**config.mk**
```make
export PLATFORM = sky130hd
export DESIGN_NAME = apb_master
export DESIGN_NICKNAME = d
export VERILOG_FILES = /design/src/rtl/ann_pkg.sv /design/src/rtl/apb_watchdog.sv /design/src/rtl/apb_master.sv
export SDC_FILE = /design/constraint.sdc
export NUM_CORES = 1
export LEC_CHECK = 0
export ABC_CLOCK_PERIOD_IN_PS = 2000
export CORE_UTILIZATION = 39
export CTS_CLUSTER_DIAMETER = 40
export DETAILED_ROUTE_END_ITERATION = 7
export GPL_TIMING_DRIVEN = 0
export HOLD_SLACK_MARGIN = 0.02
export PLACE_DENSITY = 0.78
export SLEW_MARGIN = 15
export SYNTH_ARGS = -nofsm -noshare
export SYNTH_HDL_FRONTEND = slang
export SYNTH_SLANG_ARGS = --single-unit
```
**constraint.sdc**
```tcl
create_clock -name clk_i -period 2 [get_ports clk_i]
set_input_delay 0.3 -clock clk_i [delete_from_list [all_inputs] [get_ports clk_i]]
set_output_delay 0.3 -clock clk_i [all_outputs]
set_load 0.02 [all_outputs]
```
**src/rtl/ann_pkg.sv**
```systemverilog
// Shared definitions for the ann APB link: bus width defaults and the requester state encoding.
package ann_pkg;

  localparam int ANN_ADDR_WIDTH = 8;
  localparam int ANN_WORD_SIZE  = 16;

  typedef enum logic [1:0] {
    IDLE   = 2'd0,
    SETUP  = 2'd1,
    ACCESS = 2'd2,
    RESP   = 2'd3
  } apb_state_t;

endpackage

```
**src/rtl/apb_watchdog.sv**
```systemverilog
// ACCESS wait counter: clears on SETUP, counts pready-low cycles; expired pulses on the cycle the count
// would reach TIMEOUT_CYCLES. Used by apb_master only when APB_MASTER_TIMEOUT_EN is defined.
module apb_watchdog #(
  parameter int TIMEOUT_CYCLES = 16
)(
  input  logic clk,
  input  logic rst,
  input  logic clear,
  input  logic inc,
  output logic expired
);

  localparam int CW = $clog2(TIMEOUT_CYCLES + 1);
  localparam logic [CW-1:0] LAST = CW'(TIMEOUT_CYCLES - 1);

  logic [CW-1:0] count;

  always_ff @(posedge clk) begin
    if (rst || clear) begin
      count <= '0;
    end else if (inc) begin
      count <= count + 1'b1;
    end
  end

  // Only a pready-low cycle can expire, so a same-cycle pready always wins.
  assign expired = inc && (count == LAST);

endmodule

```
**src/rtl/apb_master.sv**
```systemverilog
// Single-outstanding APB requester: command -> SETUP -> ACCESS -> response, 4 cycles minimum per transfer.
// Stalls in ACCESS on pready and in RESP on rsp_ready; optional abort under APB_MASTER_TIMEOUT_EN.
module apb_master
  import ann_pkg::*;
#(
  parameter int ADDR_WIDTH     = ANN_ADDR_WIDTH,
  parameter int WORD_SIZE      = ANN_WORD_SIZE,
  parameter int TIMEOUT_CYCLES = 16
)(
  input  logic                  clk_i,
  input  logic                  rst_i,
  input  logic                  cmd_valid_i,
  output logic                  cmd_ready_o,
  input  logic                  cmd_write_i,
  input  logic [ADDR_WIDTH-1:0] cmd_addr_i,
  input  logic [WORD_SIZE-1:0]  cmd_wdata_i,
  output logic                  rsp_valid_o,
  input  logic                  rsp_ready_i,
  output logic [WORD_SIZE-1:0]  rsp_rdata_o,
  output logic                  rsp_err_o,
  output logic                  psel_o,
  output logic                  penable_o,
  output logic                  pwrite_o,
  output logic [ADDR_WIDTH-1:0] paddr_o,
  output logic [WORD_SIZE-1:0]  pwdata_o,
  output logic                  pwakeup_o,
  input  logic                  pready_i,
  input  logic                  pslverr_i,
  input  logic [WORD_SIZE-1:0]  prdata_i
);

  if (TIMEOUT_CYCLES < 1) begin : g_param_check
    $error("apb_master: TIMEOUT_CYCLES must be 1 or more");
  end

  apb_state_t state;
  apb_state_t state_nxt;
  logic       expire;

`ifdef APB_MASTER_TIMEOUT_EN
  apb_watchdog #(
    .TIMEOUT_CYCLES (TIMEOUT_CYCLES)
  ) u_watchdog (
    .clk     (clk_i),
    .rst     (rst_i),
    .clear   (state == SETUP),
    .inc     ((state == ACCESS) && !pready_i),
    .expired (expire)
  );
`else
  assign expire = 1'b0;
`endif

  assign cmd_ready_o = (state == IDLE);
  // Wakeup leads psel by a cycle because cmd_valid feeds it directly.
  assign pwakeup_o   = (state != IDLE) || cmd_valid_i;

  always_comb begin
    state_nxt = state;
    case (state)
      IDLE:    if (cmd_valid_i)          state_nxt = SETUP;
      SETUP:                             state_nxt = ACCESS;
      ACCESS:  if (pready_i || expire)   state_nxt = RESP;
      RESP:    if (rsp_ready_i)          state_nxt = IDLE;
      default:                           state_nxt = IDLE;
    endcase
  end

  always_ff @(posedge clk_i) begin
    if (rst_i) begin
      state       <= IDLE;
      psel_o      <= 1'b0;
      penable_o   <= 1'b0;
      pwrite_o    <= 1'b0;
      paddr_o     <= '0;
      pwdata_o    <= '0;
      rsp_valid_o <= 1'b0;
      rsp_rdata_o <= '0;
      rsp_err_o   <= 1'b0;
    end else begin
      state <= state_nxt;
      case (state)
        IDLE: begin
          // The APB address/data registers double as the latched command.
          if (cmd_valid_i) begin
            pwrite_o <= cmd_write_i;
            paddr_o  <= cmd_addr_i;
            pwdata_o <= cmd_wdata_i;
            psel_o   <= 1'b1;
          end
        end
        SETUP: begin
          penable_o <= 1'b1;
        end
        ACCESS: begin
          if (pready_i) begin
            psel_o      <= 1'b0;
            penable_o   <= 1'b0;
            rsp_valid_o <= 1'b1;
            rsp_err_o   <= pslverr_i;
            rsp_rdata_o <= pwrite_o ? '0 : prdata_i;
          end else if (expire) begin
            psel_o      <= 1'b0;
            penable_o   <= 1'b0;
            rsp_valid_o <= 1'b1;
            rsp_err_o   <= 1'b1;
            rsp_rdata_o <= '0;
          end
        end
        RESP: begin
          if (rsp_ready_i) begin
            rsp_valid_o <= 1'b0;
          end
        end
        default: begin
        end
      endcase
    end
  end

endmodule

```
==> flow_summary.ini <==
[synth]
post-synth-top-area-cell = dfxtp_1
ys_ff_latch = 47
ys.warnings.count = 0
synth_most_common_cell = nand2_1
synthArstFlopShare_pct = 0
yosys-top-cells-area = dfxtp_1 (50%), nand2_1 (15%), a21oi_1 (11%), nand4b_1 (7.5%), ha_1 (4.0%)
syn-num-nets = 275
synth_cells = 222
synth_top_cell_area_share_pct = 50.4
synth.avg_cell_area_um2 = 8.40
synth_area_um2 = 1870
ys_types = 24
synth_ff_type = dfxtp_1
synth_common_cells = nand2_1 (73), dfxtp_1 (47), a21oi_1 (42)
synth_edf_count = 0
yosysSeqAreaShare_pct = 50.4

[sta]
finalSetupViolCount = 0
relSlewSlack_pct = 67.4
hold_viol_final = 0
finalCritPeriodShare_pct = 94.3
fin_setup_tns_ps = 0
fin_hold_ws_ps = 289
fin_crit_ps = 1890
worstMarginPinSlew_ps = 489
drv_slew = 0
finalClockSkew_ps = 5.65
layout_setup_ws_ps = 114
max_freq_mhz = 530
grt_setup_unrepaired = no

[worst_setup_path]
cp_max_fo = 4
path_class = reg -> out
end_kind = output pin
worstPathArrival_ps = 1590
start_kind = flop
required_ps = 1700

[finish]
fin_cells = 374
nNetsFinal = 374
multiInputGateArea_um2 = 833
layout-drive-gt1-share_pct = 5.90
syn_to_final_growth_pct = 57.4
seqCellArea_um2 = 941
fill_cells = 407
final_area_um2 = 2940
num_antenna_cells = 0

[clocking]
cts.path.max_buffers = 2
clkTransAtPathRegs_ps = 80
cts_buffers = 5
cts_setup_buffers = 0
cts_root_buf = clkbuf_8
clock_latency_ps = 300
cts_tree = built
htreeDepth = 2
cts_num_sinks = 47

[run_status]
failed_checks = DRC
status = finished with violations

[grt]
grt.overflow.total = 0
grt_pass1_wl_um = 7970
grt_max_degree = 14
antenna_found_initial = 0
gr-usage-all-layers_pct = 20.1
grt_pass1_vias = 1789

[floorplan]
dieArea_um2 = 5060
ioPinCount = 94
die_x_um = 71.2
die_h_um = 71.2
coreArea_um2 = 4470
start_util_pct = 41.7
row_count = 24

[route]
drtIter0Drc = 114
wirelength_um = 4830
avgViaCountPerCell = 4.94
wl_per_cell_um = 12.9
dr.pass1.iters = 7
drc = 7
vias = 1849
ant_nets = 0

[job]
cap_violations = 0

[power]
vdd_drop_max_mv = 0.498
power.density_nw_per_um2 = 988
leakage_nw = 1.07

[placement]
dp.cells = 366
gp_routability_congestion = 0.751
hpwl_um = 3510
postPlaceCellArea_um2 = 2850
io_buffers = 92
pre_cts_ws_ps = 139

[worst_hold_path]
hp-class = in -> reg
-- repair_timing --
action | CTS | global route
resized for setup | 1 | 2
pin swaps | 0 | 0
hold buffers | 0 | 0
endpoints found under the setup margin | 1 | 2
gates cloned | 0 | 0
-- worst max-delay path: stages, from the launching register on --
cell,delay (ps)
dfxtp_1,390
inv_1,120
ha_1,240
nor2b_2,170
inv_1,50
dlygate4sd2_1,320
-- cell type report --
type	instances	area share (%)
clock buffer	7	2.60
inverter	4	0.511
tap	52	2.22
timing repair buffer	92	31.4
buffer	16	2.68
clock inverter	1	0.170
sequential	47	32.0
multi-input combinational	155	28.4
-- cell families (layout without fill, tap and decap cells) --
group,Yosys count,in the layout,synth area share [%]
AOI/OAI and AO/OA,47,47,13.5
adders and majority gates,6,6,4.02
buffers and inverters,20,120,5.03
DFF,47,47,50.4
muxes,3,3,1.68
and+or+nand+nor,99,99,25.3
-- flip-flops by register name (all words and copies together), names as in the netlist --
signal and flops:
penable_o 1, rsp_valid_o 1, paddr_o 8, pwdata_o 16, rsp_err_o 1, psel_o 1, state 2, pwrite_o 1
rsp_rdata_o 16
-- routing by layer --
layer	wire [um]	track usage (%)	vias to the layer above
met4	57	6.22	0
met3	344	7.12	6
li1	-	-	942
met5	0	0	-
met1	2180	24.8	837
met2	2250	32.7	64
-- through the flow --
| step | power [W] | util (%) |
|---|---|---|
| floorplan | 0.00185 | - |
| global placement | 0.00236 | 63.7 |
| detailed placement | 0.00238 | 63.7 |
| CTS | 0.00293 | 65.5 |
| global route | 0.00309 | 65.6 |
| finish | 0.00290 | 65.6 |
-- cells in the final DEF (no fill, tap or decap), drive strengths merged, types with 3 or more instances in the layout --
cell type | Yosys | final
nand2 | 73 | 73
inv | 4 | 4
buf | 10 | 10
clkdlybuf4s50 | 0 | 90
nand4b | 16 | 16
dfxtp | 47 | 47
ha | 6 | 6
nor2b | 3 | 3
a21oi | 42 | 42
clkbuf | 6 | 13
-- path summary, 6_finish.rpt --
path | slack, ps | depth (start not counted) | to | from
setup reg to reg | 380 | 5 | state[0]$_SDFFE_PP0P_ | state[0]$_SDFFE_PP0P_
setup / recovery | 110 | 5 | pwakeup_o | state[0]$_SDFFE_PP0P_
hold / removal | 290 | 2 | pwdata_o[13]$_SDFFE_PP0P_ | rst_i
hold reg to reg | 450 | 2 | rsp_rdata_o[6]$_SDFFE_PP0P_ | rsp_rdata_o[6]$_SDFFE_PP0P_
-- report_power, final --
| group | switching (W) | internal (W) |
|---|---|---|
| clock network | 0.000301 | 0.000246 |
| registers | 0.0000956 | 0.00110 |
| logic | 0.000609 | 0.000555 |
| total | 0.00101 | 0.00190 |
(Power assumes the default switching activity.)
